--- src/rtl/lift_pkg.sv ---
// rtl/lift_pkg.sv - shared types and defaults for the lift scheduler
//
// Holds the scheduler state encoding, the committed-direction constants and
// the default geometry/timing parameters used by lift_scheduler.
package lift_pkg;

  typedef enum logic [1:0] {
    IDLE    = 2'd0,
    MOVE_UP = 2'd1,
    MOVE_DN = 2'd2,
    DOOR    = 2'd3
  } lift_state_t;

  localparam logic DIR_UP = 1'b1;
  localparam logic DIR_DN = 1'b0;

  localparam int DEF_N_FLOORS      = 8;
  localparam int DEF_TRAVEL_CYCLES = 16;
  localparam int DEF_DOOR_CYCLES   = 32;

endpackage

--- src/rtl/lift_timer.sv ---
// rtl/lift_timer.sv - loadable down-counter shared by travel and door timing
//
// Ports:
//   clk, reset  - clock, synchronous active-high reset
//   load        - load strobe; count takes load_val on the next edge
//   load_val    - value loaded into the counter
//   expired     - count has reached zero and no load is pending
module lift_timer #(
  parameter int W = 4
) (
  input  logic         clk,
  input  logic         reset,
  input  logic         load,
  input  logic [W-1:0] load_val,
  output logic         expired
);

  logic [W-1:0] count;

  always_ff @(posedge clk) begin
    if (reset) begin
      count <= '0;
    end else if (load) begin
      count <= load_val;
    end else if (count != '0) begin
      count <= count - W'(1);
    end
  end

  // A pending load masks the stale zero left over from the previous interval.
  assign expired = !load && (count == '0);

endmodule

--- src/rtl/lift_scheduler.sv ---
// rtl/lift_scheduler.sv - collective (SCAN) lift scheduler with motor/door control
//
// Ports:
//   clk, reset       - clock, synchronous active-high reset
//   i_up_req_queue   - latched up-hall requests, bit i = floor i
//   i_dn_req_queue   - latched down-hall requests
//   i_flr_req_queue  - latched cabin requests
//   o_flr_pos        - cabin position, one-hot
//   o_up_clr/o_dn_clr/o_flr_clr - one-cycle retire pulses for the request at o_flr_pos
//   o_motor_up/o_motor_dn       - motor drive
//   o_door_open      - door open command
//   o_dir_up         - committed direction (1 = up)
module lift_scheduler
  import lift_pkg::*;
#(
  parameter int N_FLOORS      = DEF_N_FLOORS,
  parameter int TRAVEL_CYCLES = DEF_TRAVEL_CYCLES,
  parameter int DOOR_CYCLES   = DEF_DOOR_CYCLES
) (
  input  logic                clk,
  input  logic                reset,
  input  logic [N_FLOORS-1:0] i_up_req_queue,
  input  logic [N_FLOORS-1:0] i_dn_req_queue,
  input  logic [N_FLOORS-1:0] i_flr_req_queue,
  output logic [N_FLOORS-1:0] o_flr_pos,
  output logic                o_up_clr,
  output logic                o_dn_clr,
  output logic                o_flr_clr,
  output logic                o_motor_up,
  output logic                o_motor_dn,
  output logic                o_door_open,
  output logic                o_dir_up
);

  localparam int TMR_MAX = (TRAVEL_CYCLES > DOOR_CYCLES) ? TRAVEL_CYCLES : DOOR_CYCLES;
  localparam int TW      = $clog2(TMR_MAX);
  // The load strobe is registered, so the counter starts one cycle after the
  // FSM decides; loading N-2 makes expiry land exactly N edges later.
  localparam logic [TW-1:0] TRAVEL_LOAD = TW'(TRAVEL_CYCLES - 2);
  localparam logic [TW-1:0] DOOR_LOAD   = TW'(DOOR_CYCLES - 2);

  lift_state_t   state;
  logic          tmr_load;
  logic [TW-1:0] tmr_val;
  logic          tmr_exp;

  lift_timer #(.W(TW)) u_timer (
    .clk      (clk),
    .reset    (reset),
    .load     (tmr_load),
    .load_val (tmr_val),
    .expired  (tmr_exp)
  );

  logic [N_FLOORS-1:0] any_req, eval_pos, above_mask, below_mask;
  logic above, below, here_up, here_dn, here_flr;
  logic up_turn, up_stop, dn_turn, dn_stop, go_up, go_dn;

  // While moving, decisions are made on the floor being arrived at, so every
  // derived term is taken relative to the (saturating) shifted position.
  always_comb begin
    eval_pos = o_flr_pos;
    if (state == MOVE_UP && !o_flr_pos[N_FLOORS-1]) begin
      eval_pos = o_flr_pos << 1;
    end else if (state == MOVE_DN && !o_flr_pos[0]) begin
      eval_pos = o_flr_pos >> 1;
    end
  end

  assign any_req    = i_up_req_queue | i_dn_req_queue | i_flr_req_queue;
  assign below_mask = eval_pos - N_FLOORS'(1);
  assign above_mask = ~(below_mask | eval_pos);
  assign above      = |(any_req & above_mask);
  assign below      = |(any_req & below_mask);
  assign here_up    = |(i_up_req_queue & eval_pos);
  assign here_dn    = |(i_dn_req_queue & eval_pos);
  assign here_flr   = |(i_flr_req_queue & eval_pos);

  // An opposite-direction hall call is only taken when it is the end of the sweep.
  assign up_turn = here_dn & ~above;
  assign up_stop = here_flr | here_up | up_turn;
  assign dn_turn = here_up & ~below;
  assign dn_stop = here_flr | here_dn | dn_turn;

  // Leaving the door: keep the committed direction if work lies that way, else reverse.
  assign go_up = o_dir_up ? above : (above & ~below);
  assign go_dn = o_dir_up ? (below & ~above) : below;

  always_ff @(posedge clk) begin
    if (reset) begin
      state       <= IDLE;
      o_flr_pos   <= N_FLOORS'(1);
      o_dir_up    <= DIR_UP;
      o_up_clr    <= 1'b0;
      o_dn_clr    <= 1'b0;
      o_flr_clr   <= 1'b0;
      o_motor_up  <= 1'b0;
      o_motor_dn  <= 1'b0;
      o_door_open <= 1'b0;
      tmr_load    <= 1'b0;
      tmr_val     <= '0;
    end else begin
      o_up_clr  <= 1'b0;
      o_dn_clr  <= 1'b0;
      o_flr_clr <= 1'b0;
      tmr_load  <= 1'b0;
      case (state)
        IDLE: begin
          if (here_flr | here_up) begin
            state       <= DOOR;
            o_dir_up    <= DIR_UP;
            o_door_open <= 1'b1;
            o_flr_clr   <= here_flr;
            o_up_clr    <= here_up;
            tmr_load    <= 1'b1;
            tmr_val     <= DOOR_LOAD;
          end else if (here_dn) begin
            state       <= DOOR;
            o_dir_up    <= DIR_DN;
            o_door_open <= 1'b1;
            o_dn_clr    <= 1'b1;
            tmr_load    <= 1'b1;
            tmr_val     <= DOOR_LOAD;
          end else if (above) begin
            state      <= MOVE_UP;
            o_dir_up   <= DIR_UP;
            o_motor_up <= 1'b1;
            tmr_load   <= 1'b1;
            tmr_val    <= TRAVEL_LOAD;
          end else if (below) begin
            state      <= MOVE_DN;
            o_dir_up   <= DIR_DN;
            o_motor_dn <= 1'b1;
            tmr_load   <= 1'b1;
            tmr_val    <= TRAVEL_LOAD;
          end
        end
        MOVE_UP: begin
          if (tmr_exp) begin
            o_flr_pos <= eval_pos;
            if (up_stop) begin
              state       <= DOOR;
              o_motor_up  <= 1'b0;
              o_door_open <= 1'b1;
              o_flr_clr   <= here_flr;
              o_up_clr    <= here_up;
              o_dn_clr    <= up_turn;
              o_dir_up    <= up_turn ? DIR_DN : DIR_UP;
              tmr_load    <= 1'b1;
              tmr_val     <= DOOR_LOAD;
            end else if (above) begin
              tmr_load <= 1'b1;
              tmr_val  <= TRAVEL_LOAD;
            end else begin
              state      <= IDLE;
              o_motor_up <= 1'b0;
            end
          end
        end
        MOVE_DN: begin
          if (tmr_exp) begin
            o_flr_pos <= eval_pos;
            if (dn_stop) begin
              state       <= DOOR;
              o_motor_dn  <= 1'b0;
              o_door_open <= 1'b1;
              o_flr_clr   <= here_flr;
              o_dn_clr    <= here_dn;
              o_up_clr    <= dn_turn;
              o_dir_up    <= dn_turn ? DIR_UP : DIR_DN;
              tmr_load    <= 1'b1;
              tmr_val     <= DOOR_LOAD;
            end else if (below) begin
              tmr_load <= 1'b1;
              tmr_val  <= TRAVEL_LOAD;
            end else begin
              state      <= IDLE;
              o_motor_dn <= 1'b0;
            end
          end
        end
        DOOR: begin
          if (tmr_exp) begin
            if (here_flr | (o_dir_up ? here_up : here_dn)) begin
              // A request arrived at this floor while the door was open.
              o_flr_clr <= here_flr;
              o_up_clr  <= o_dir_up & here_up;
              o_dn_clr  <= ~o_dir_up & here_dn;
              tmr_load  <= 1'b1;
              tmr_val   <= DOOR_LOAD;
            end else begin
              o_door_open <= 1'b0;
              if (go_up) begin
                state      <= MOVE_UP;
                o_dir_up   <= DIR_UP;
                o_motor_up <= 1'b1;
                tmr_load   <= 1'b1;
                tmr_val    <= TRAVEL_LOAD;
              end else if (go_dn) begin
                state      <= MOVE_DN;
                o_dir_up   <= DIR_DN;
                o_motor_dn <= 1'b1;
                tmr_load   <= 1'b1;
                tmr_val    <= TRAVEL_LOAD;
              end else begin
                state <= IDLE;
              end
            end
          end
        end
        default: state <= IDLE;
      endcase
    end
  end

endmodule

--- config.mk ---
export PLATFORM = sky130hd
export DESIGN_NAME = lift_scheduler
export DESIGN_NICKNAME = d
export VERILOG_FILES = /design/src/rtl/lift_pkg.sv /design/src/rtl/lift_timer.sv /design/src/rtl/lift_scheduler.sv
export SDC_FILE = /design/constraint.sdc
export NUM_CORES = 1
export LEC_CHECK = 0
export CAP_MARGIN = 10
export CORE_ASPECT_RATIO = 0.6
export CORE_MARGIN = 5
export CORE_UTILIZATION = 35
export CTS_CLUSTER_DIAMETER = 120
export CTS_CLUSTER_SIZE = 25
export DETAILED_ROUTE_END_ITERATION = 10
export GPL_TIMING_DRIVEN = 0
export PLACE_DENSITY = 0.63
export RECOVER_POWER = 50
export SETUP_SLACK_MARGIN = 0.05
export SKIP_CTS_REPAIR_TIMING = 1
export SYNTH_ARGS = -nofsm -noshare
export SYNTH_HDL_FRONTEND = slang
export SYNTH_SLANG_ARGS = --single-unit
--- constraint.sdc ---
create_clock -name clk -period 6 [get_ports clk]
set_clock_uncertainty 0.2 [all_clocks]
set_input_delay 0.6 -clock clk [delete_from_list [all_inputs] [get_ports clk]]
set_output_delay 0.6 -clock clk [all_outputs]
set_load 0.01 [all_outputs]
== Word level (Yosys, flattened, before mapping) ==
Index checks and enable logic that the tools add are counted.

* Add/sub/neg operators: 2
* Eq/ne operators: 24
* Multiplexer cells: 121
* Bitwise gates (word level): 23
* Reduce and logical (&&, ||, !) cells: 25

{| class="wikitable"
|+ Operators by type and width
! cell !! count
|-
| 2-to-1 mux 1 bit || 80
|-
| 2-to-1 mux 5 bit || 15
|-
| AND 8 bit || 5
|-
| OR reduction 8 bit || 5
|-
| 2-to-1 mux 2 bit || 14
|-
| inequality test 2 bit (second input constant) || 14
|-
| bitwise OR 8 bit || 3
|-
| one-hot mux 1 bit (4 select lines) || 6
|-
| one-hot mux 5 bit (4 select lines) || 1
|-
| 2-to-1 mux 8 bit || 2
|-
| inequality test 3 bit (second input constant) || 5
|-
| AND reduction 7 bit || 2
|-
| AND reduction 11 bit || 1
|-
| AND reduction 9 bit || 1
|-
| inverter 8 bit || 1
|-
| one-hot mux 2 bit (4 select lines) || 1
|-
| AND reduction 8 bit || 1
|-
| subtractor 8 x 1 -> 8 bit (second input constant) || 1
|-
| AND 1 bit || 6
|-
| one-hot mux 1 bit (3 select lines) || 2
|-
| nonzero test 3 bit || 2
|-
| logical NOT 5 bit || 1
|-
| inequality test 5 bit (second input constant) || 1
|-
| bitwise OR 1 bit || 5
|-
| other kinds (13) || 20
|}

* Flip-flop bits (word level): 28
* Input bits: 26
* Output and inout port bits: 15

== Logic depth before layout (Yosys ltp) ==
Gate-level depths: netlist (run 1).

* Depth in word-level cells: 17
* Depth in mapped cells: 20
* Mapped depth without buffers: 17

== Hierarchy ==
From an unflattened synthesis (run 1), not the netlist that was laid out.

* Cells, all modules: 310
* Area total of the unflattened synthesis: 2389.8 µm²

{| class="wikitable"
|+ Modules (own cells, without submodules)
! module !! times used !! cells an instance !! area an instance (µm²) !! sequential area each (µm²)
|-
| lift_scheduler || 1 || 278 || 2117.0 || 460.4
|-
| lift_timer || 1 || 32 || 272.8 || 100.1
|}

== Worst setup path before layout (run 1) ==
Ideal clock, no wire load.

* Path type: register -> register
* From: register state[1]
* To: register o_door_open
* Arrival: 3808 ps
* Data required time: 5679 ps
* Setup slack: 1871 ps
* Cell stages (with the launch flop): 18
* Path buffers: 3
* Cells stage by stage: dfxtp_1 inv_1 ha_1 buf_6 nor2b_4 buf_6 a211oi_1 nor2_1 or3_1 nand3b_1 ha_1 a222oi_1 and3_1 clkbuf_1 a21oi_1 and2_0 a211oi_1 mux2_2

* Word-level cells in the longest chain between the ends: 14
* Elaborated cells between the ends (all ways): 41
* Those cells by class: add/sub: 1; eq/ne: 10; mux: 5; bitwise: 16; reduce/logical: 9

{| class="wikitable"
|+ RTL lines
! element !! RTL line !! source
|-
| start: declaration || lift_scheduler.sv:42 || <nowiki>lift_state_t state;</nowiki>
|-
| start signal: assignment || lift_scheduler.sv:91 || <nowiki>state <= IDLE;</nowiki>
|-
| start signal: assignment || lift_scheduler.sv:110 || <nowiki>state <= DOOR;</nowiki>
|-
| start signal: assignment || lift_scheduler.sv:118 || <nowiki>state <= DOOR;</nowiki>
|-
| equality test 2 bit || lift_scheduler.sv:65, lift_scheduler.sv:107 ||
|-
| logical AND 1 bit || lift_scheduler.sv:65 || <nowiki>end else if (state == MOVE_DN && !o_flr_pos[0]) begin</nowiki>
|-
| 2-to-1 mux 8 bit || lift_scheduler.sv:65 ||
|-
| 2-to-1 mux 8 bit || lift_scheduler.sv:63 || <nowiki>if (state == MOVE_UP && !o_flr_pos[N_FLOORS-1]) begin</nowiki>
|-
| subtractor 8 x 1 -> 8 bit || lift_scheduler.sv:71 || <nowiki>assign below_mask = eval_pos - N_FLOORS'(1);</nowiki>
|-
| bitwise OR 8 bit || lift_scheduler.sv:72 || <nowiki>assign above_mask = ~(below_mask | eval_pos);</nowiki>
|-
| inverter 8 bit || lift_scheduler.sv:72 ||
|-
| AND 8 bit || lift_scheduler.sv:73 || <nowiki>assign above = |(any_req & above_mask);</nowiki>
|-
| OR reduction 8 bit || lift_scheduler.sv:73 ||
|-
| inverter 1 bit || lift_scheduler.sv:80 || <nowiki>assign up_turn = here_dn & ~above;</nowiki>
|-
| AND 1 bit || lift_scheduler.sv:80 ||
|-
| bitwise OR 1 bit || lift_scheduler.sv:81 || <nowiki>assign up_stop = here_flr | here_up | up_turn;</nowiki>
|-
| inequality test 2 bit (no line) || -- ||
|-
| AND reduction 7 bit (no line) || -- ||
|-
| end signal: assignment || lift_scheduler.sv:99 || <nowiki>o_door_open <= 1'b0;</nowiki>
|-
| end signal: assignment || lift_scheduler.sv:112 || <nowiki>o_door_open <= 1'b1;</nowiki>
|-
| end signal: assignment || lift_scheduler.sv:120 || <nowiki>o_door_open <= 1'b1;</nowiki>
|-
| end: declaration || lift_scheduler.sv:31 || <nowiki>output logic o_door_open,</nowiki>
|}

Parallel ways exist; a longest one is shown, timed or not.
A chain may end at the register's enable or synchronous reset.

== Final worst setup path (run 1) ==
* From: register state[1]
* To: register o_dir_up

* Word-level cells in the longest chain between the ends: 15
* Elaborated cells between the ends (all ways): 57
* Those cells by class: add/sub: 1; eq/ne: 11; mux: 18; bitwise: 18; reduce/logical: 9

{| class="wikitable"
|+ RTL lines
! element !! RTL line !! source
|-
| equality test 2 bit || lift_scheduler.sv:65, lift_scheduler.sv:107 ||
|-
| logical AND 1 bit || lift_scheduler.sv:65 ||
|-
| 2-to-1 mux 8 bit || lift_scheduler.sv:65 ||
|-
| 2-to-1 mux 8 bit || lift_scheduler.sv:63 ||
|-
| subtractor 8 x 1 -> 8 bit || lift_scheduler.sv:71 ||
|-
| bitwise OR 8 bit || lift_scheduler.sv:72 ||
|-
| inverter 8 bit || lift_scheduler.sv:72 ||
|-
| AND 8 bit || lift_scheduler.sv:73 ||
|-
| OR reduction 8 bit || lift_scheduler.sv:73 ||
|-
| AND 1 bit / inverter 1 bit (equally long branches) || lift_scheduler.sv:86, lift_scheduler.sv:80, lift_scheduler.sv:87 ||
|-
| 2-to-1 mux 1 bit / AND 1 bit (equally long branches) || lift_scheduler.sv:86, lift_scheduler.sv:80 ||
|-
| 2-to-1 mux 1 bit (on tied branches) || lift_scheduler.sv:193, lift_scheduler.sv:148 ||
|-
| 2-to-1 mux 1 bit (on tied branches) || lift_scheduler.sv:184, lift_scheduler.sv:141 ||
|-
| 2-to-1 mux 1 bit (on tied branches) || lift_scheduler.sv:183, lift_scheduler.sv:139 ||
|-
| one-hot mux 1 bit (4 select lines) || lift_scheduler.sv:107 || <nowiki>case (state)</nowiki>
|-
| end signal: assignment || lift_scheduler.sv:148 || <nowiki>o_dir_up <= up_turn ? DIR_DN : DIR_UP;</nowiki>
|-
| end signal: assignment || lift_scheduler.sv:170 || <nowiki>o_dir_up <= dn_turn ? DIR_UP : DIR_DN;</nowiki>
|-
| end: declaration || lift_scheduler.sv:32 || <nowiki>output logic o_dir_up</nowiki>
|}

Parallel ways exist; a longest one is shown, timed or not. The select of a mux whose other input is x is not followed.

==> results of run 1 <==
-- report_power, final --
| group | leakage (nW) | internal [mW] | switching [mW] |
|---|---|---|---|
| combinational | 0.857 | 0.500 | 0.801 |
| clock | 0.0288 | 0.0590 | 0.0620 |
| sequential | 0.231 | 0.257 | 0.0678 |
| total | 1.12 | 0.817 | 0.931 |
-- stage by stage --
stage / area, sq um / worst slack [ps] / utilization, % / power, mW
2_1_floorplan: 2340 / 1870 / - / 1.24
5_1_grt: 2910 / 644 / 44.1 / 1.91
3_3_place_gp: 2850 / 1190 / 43.3 / 1.59
3_5_place_dp: 2850 / 1120 / 43.3 / 1.60
4_1_cts: 2910 / 1060 / 44.1 / 1.73
6_report: 2910 / 979 / 44.1 / 1.75
-- metal layers --
layer / routed length [um] / GRT usage (%) / vias up
li1: - / - / 1247
met1: 3720 / 27.4 / 1177
met2: 2860 / 24.6 / 123
met3: 798 / 5.43 / 11
met4: 63 / 3.09 / 0
met5: 0 / 0 / -
-- synthesized netlist by cell type (all sizes together), types with 2 or more instances --
cell type / count
and3b: 3
a211oi: 9
and3: 4
a221o: 2
nor3: 14
buf: 6
mux2i: 2
inv: 17
a21oi: 23
dfxtp: 28
o211ai: 5
and2: 4
clkbuf: 11
nand2b: 5
nor4: 4
or3: 10
a22o: 6
o21a: 3
mux2: 3
nand3: 3
nor2: 35
o22ai: 3
o21ai: 16
or2: 3
a221oi: 7
o311ai: 2
o31ai: 5
nor3b: 2
o21bai: 2
nor2b: 6
ha: 16
nand4: 4
nand2: 28
and4: 2
a31oi: 4
xnor2: 3
-- layout make-up --
type | instances | area, sq um
timing repair buffer | 40 | 400
inverter | 17 | 63.8
buffer | 17 | 85.1
clock buffer | 4 | 55.1
sequential | 28 | 561
tap | 87 | 109
fill | 683 | 3680
multi-input combinational | 251 | 1640
-- registers in the layout, summed over array words and instances, names as in the netlist --
| signal | count |
|---|---|
| o_dir_up | 1 |
| o_dn_clr | 1 |
| o_door_open | 1 |
| o_flr_clr | 1 |
| o_flr_pos | 8 |
| o_motor_dn | 1 |
| o_motor_up | 1 |
| o_up_clr | 1 |
| state | 2 |
| tmr_load | 1 |
| tmr_val | 5 |
| u_timer.count | 5 |
-- logic make-up (layout without fill, tap and decap cells) --
family,count (synthesis),count (layout),share of synthesized area (%)
AOI/OAI and AO/OA,96,96,28.5
xor gates and xnor gates,3,3,1.12
adders and majority gates,16,16,8.54
buffers and inverters,34,78,6.35
DFF,28,28,23.9
muxes,5,5,2.29
and+or+nand+nor,131,131,29.2
-- tightest hold or removal path: stages (launching register included) --
cell and delay, ps:
dfxtp_1 320, nand2_1 50, nand2_1 40
-- how the worst max path moves through the flow --
| stage | from | to | slack, ps | cells past startpoint |
|---|---|---|---|---|
| 5_1_grt | state[1] | o_dir_up | 640 | 17 |
| 3_5_place_dp | state[1] | o_dir_up | 1120 | 17 |
| 6_report | state[1] | o_dir_up | 980 | 17 |
| 3_3_place_gp | state[1] | o_dir_up | 1190 | 17 |
| 4_1_cts | state[1] | o_dir_up | 1060 | 17 |
| 2_1_floorplan | state[1] | o_door_open | 1870 | 17 |
==> impl_metrics.csv, run 1 <==
group,metric,value,unit
route,final_antenna_net_count,0,
yosys,ys.flop_type,"dfxtp_1",
finish,drive_gt1_share,6.72,%
yosys,synth_top_area_share,23.9,%
worst_setup_path,cpPeakStageDelay,500,ps
grt,grt_pass1_vias,2343,
min_path,hp-start,"tmr_val[2]",
worst_setup_path,path_max_fanout,10,
die,die_y,73.4,um
grt,antenna_found_initial,0,
place,dp_hpwl,5950,um
yosys,netlist_instances,313,
clock_network,cts_made_buffers,3,
worst_setup_path,cp-end-kind,"flop",
power_and_ir_drop,p_per_area,601,nW/um^2
die,core-area,6590,sq um
sta,fin_crit_sh,83.7,%
place,io_buffers,40,
worst_setup_path,crit_chain,"inv_1, ha_1, buf_6, nor2b_4, buf_6, a211oi_1, nor2_1, or3_1, nand3b_1, ha_1, a222oi_1, and3_1, clkbuf_1, a21oi_1, and2_0, nor4_1, mux2i_1",
finish,final_cell_mix,"35 x nor2_1, 28 x nand2_1, 28 x dfxtp_1",
route,drt_iter0_drc,311,
die,die_x,116,um
min_path,whs_path_depth,2,
finish,layout.cells.non_filler,444,
clock_network,clk_pin_slew,100,ps
yosys,synth_area_per_cell,7.49,sq um
worst_setup_path,r2r_setup_slack,980,ps
finish,final_nets,400,
sta,clock.fmax,199,MHz
worst_setup_path,crit_type,"reg2reg",
yosys,synth-edff-count,0,
worst_setup_path,regToRegStartpoint,"state[1]",
yosys,ys_types,60,
worst_setup_path,worst-path-buf-inv,4,
die,pin_count,41,
die,die-area,8490,sq um
sta,fin_tns_setup,0,ps
sta,worstMarginPinSlew,1130,ps
yosys,synth-seq-cells,28,
yosys,syn-num-nets,355,
sta,slew_headroom,23.5,%
route,routed-via-count,2558,
yosys,synth_top_cell_by_area,"dfxtp_1",
yosys,ys_top_cells_by_area,"dfxtp_1 24%, ha_1 8.5%, nor2_1 5.6%, a21oi_1 4.7%, nand2_1 4.5%",
grt,track_usage,17.9,%
route,routed_via_density,5.76,
route,detail_route.wl_per_cell,16.8,um
min_path,hold_class,"reg2reg",
clock_network,clock_path_buffers,2,
yosys,synth_sequential_area_ratio,23.9,%
place,placedCellCount,440,
yosys,yosysWarnings,0,
run,cap_violations,0,
yosys,synthesis.area,2340,sq um
sta,hold_ws,251,ps
worst_setup_path,r2r_cells,17,
route,drcViolationCount,0,
sta,hold_viol,0,
sta,finalSetupViolCount,0,
route,wl,7440,um
worst_setup_path,critPathSlowestCell,"nor4_1",
power_and_ir_drop,ir_drop,202,uV
worst_setup_path,reg2reg_to,"o_dir_up",
grt,grt_pass1_wl,12000,um
grt,overflow,0,
clock_network,clock_tree.root_cell,"clkbuf_8",
clock_network,cts_htree_levels,1,
finish,final_common_cell,"nor2_1",
worst_setup_path,worst_setup_path_start_kind,"flop",
outcome,status,"finished, final reports clean",
clock_network,tritoncts,"yes",
clock_network,cts.sinks,28,
clock_network,clk_latency,290,ps
sta,rsz0062_at_grt,"no",
die,initial_core_util,35.6,%
worst_setup_path,critPathRequiredTime,6010,ps
route,drt_pass1_iterations,5,
sta,finalCriticalPeriod,5020,ps
place,place_congestion,0.950,
finish,syn_to_final_growth,24.1,%
worst_setup_path,cp.arrival,5040,ps
min_path,holdPathEnd,"tmr_val[2]",
yosys,synth-async-reset-ratio,0,%
grt,grt_max_degree,16,
die,rows,23,
worst_setup_path,cp_top_family,"simple AND/OR/NAND/NOR gates",
finish,antenna_cells,0,
power_and_ir_drop,p_leak,1.12,nW
sta,slew_viol_final,0,
Power figures use the tool's default switching activity.
==> run 2, diff against run 1 <==
==> constraint.sdc (replaced) <==
create_clock -name clk -period 4.92 [get_ports clk]
set_clock_uncertainty 0.2 [all_clocks]
set_input_delay 0.492 -clock clk [delete_from_list [all_inputs] [get_ports clk]]
set_output_delay 0.492 -clock clk [all_outputs]
set_load 0.01 [all_outputs]
==> run 2 against run 1 <==
Net effect:
- wire length is 0.61% higher
- non-clock buffer count is 1 higher
- worst hold slack worse by 1.2 ps
- largest power group unchanged
- sequential power is 22% higher
- clock power is 21% higher
- sequential cell count stayed put
- register-to-register slack worse by 600 ps
- first-iteration DRC count is 1.3% lower
- largest cell class unchanged
- count of clock-buffer cells in the layout stayed put
- cell count is 0.23% higher
==> impl_metrics.csv, run 2 (synthesis results as in run 1) <==
group,metric,value,unit
worst_setup_path,critPathRequiredTime,4940,ps
outcome,status,"finished, final reports clean",
finish,drive_gt1_share,8.66,%
grt,grt_pass1_wl,12000,um
grt,grt_use_met2,24.6,%
place,dp_hpwl,5950,um
power_and_ir_drop,p_per_area,729,nW/um^2
clock_network,clk_pin_slew,100,ps
min_path,whs_path_depth,2,
grt,overflow,0,
grt,grt_pass1_vias,2343,
sta,worstMarginPinSlew,1130,ps
finish,final_nets,401,
finish,antenna_cells,0,
sta,finalSetupViolCount,0,
finish,final_cell_mix,"35 x nor2_1, 28 x nand2_1, 28 x dfxtp_1",
clock_network,clock_tree.root_cell,"clkbuf_8",
worst_setup_path,path_max_fanout,10,
route,drt_pass1_iterations,5,
grt,track_usage,17.9,%
finish,largest_register,"o_flr_pos",
clock_network,clock_path_buffers,2,
power_and_ir_drop,totalPowerFinal,2.15,mW
sta,fin_tns_setup,0,ps
worst_setup_path,cpPeakStageDelay,440,ps
sta,hold_ws,250,ps
grt,globalRoute.busiestLayer,"met1",
sta,slew_headroom,23.3,%
finish,final_common_cell,"nor2_1",
sta,clock.fmax,220,MHz
power_and_ir_drop,p_leak,1.13,nW
die,die_y,73.4,um
clock_network,clk_latency,290,ps
finish,layout.cells.non_filler,445,
route,drt_iter0_drc,307,
min_path,hold_class,"reg2reg",
sta,fin_crit_sh,92.3,%
route,routed-via-count,2574,
grt,grt_use_met1,27.4,%
worst_setup_path,crit_type,"reg2reg",
finish,largest_reg_flops,8,
route,detail_route.wl_per_cell,16.8,um
route,final_antenna_net_count,0,
clock_network,cts.sinks,28,
worst_setup_path,crit_chain,"inv_1, ha_1, clkbuf_4, inv_1, o21ai_0, a21oi_2, inv_1, ha_1, nand4_1, ha_1, a221oi_1, nand4_1, and2_1, or3_1, and4_1, or4_1, a21oi_1",
sta,hold_viol,0,
finish,reg_top3,"o_flr_pos x8, tmr_val x5, u_timer.count x5",
clock_network,cts_made_buffers,3,
finish,utilization,44.8,%
worst_setup_path,cp-end-kind,"flop",
clock_network,cts_htree_levels,1,
die,die-area,8490,sq um
power_and_ir_drop,ir_drop,261,uV
die,pin_count,41,
route,wl,7480,um
route,routed_via_density,5.78,
die,rows,23,
die,core-area,6590,sq um
clock_network,tritoncts,"yes",
place,io_buffers,40,
place,place_congestion,0.950,
worst_setup_path,worst_setup_path_start_kind,"flop",
sta,finalCriticalPeriod,4540,ps
worst_setup_path,critPathSlowestCell,"or4_1",
grt,grt_max_degree,16,
run,cap_violations,0,
die,initial_core_util,35.6,%
sta,slew_viol_final,0,
worst_setup_path,cp.arrival,4570,ps
route,drcViolationCount,0,
worst_setup_path,r2r_cells,17,
sta,rsz0062_at_grt,"no",
die,die_x,116,um
place,placedCellCount,440,
grt,use_met3,5.43,%
finish,syn_to_final_growth,25.9,%
grt,antenna_found_initial,0,
run 2: cell count changes in the layout (fill, tap and decap cells not counted), sizes merged:
| cell | change |
|---|---|
| buf | +1 |
run 2: path summary, 6_finish.rpt:
| path | from | to | slack, ps |
|---|---|---|---|
| max | state[0] | state[1] | 380 |
| min | tmr_val[2] | tmr_val[2] | 250 |
| max reg2reg | state[0] | state[1] | 380 |
| min reg2reg | tmr_val[2] | tmr_val[2] | 250 |
run 2: per-stage QoR:
step                cell area (sq um)  setup WS [ps]
global placement                 2850            112
CTS                              2910          -18.9
global route                     2950           18.2
detailed placement               2850           40.6
floorplan                        2340            791
finish                           2950            378
run 2: critical path, delay by kind of cell, from the launching register on:
family                   cells  cell delay [ps]
buffers and inverters        4              660
flip-flops                   1              350
AO/OA/AOI/OAI                4              870
adder cells (fa/ha/maj)      3              730
AND/OR/NAND/NOR              6             1660
run 2: layout make-up:
| type | instances | area (sq um) |
|---|---|---|
| Fill cell | 675 | 3640 |
| Multi-Input combinational cell | 251 | 1660 |
| Sequential cell | 28 | 561 |
| Timing Repair Buffer | 42 | 415 |
| Tap cell | 87 | 109 |
| Buffer | 16 | 85.1 |
| Inverter | 17 | 63.8 |
| Clock buffer | 4 | 55.1 |
run 2: layer usage:
| layer | vias up | share of wire (%) |
|---|---|---|
| li1 | 1252 | - |
| met1 | 1190 | 50 |
| met2 | 119 | 39 |
| met3 | 13 | 11 |
| met4 | 0 | 0.91 |
| met5 | - | 0 |
run 2: power by group:
group          leakage [nW]  internal, mW  switching (mW)
logic                 0.874         0.626           0.982
clock network        0.0288        0.0719          0.0755
registers             0.231         0.314          0.0823
total                  1.13          1.01            1.14
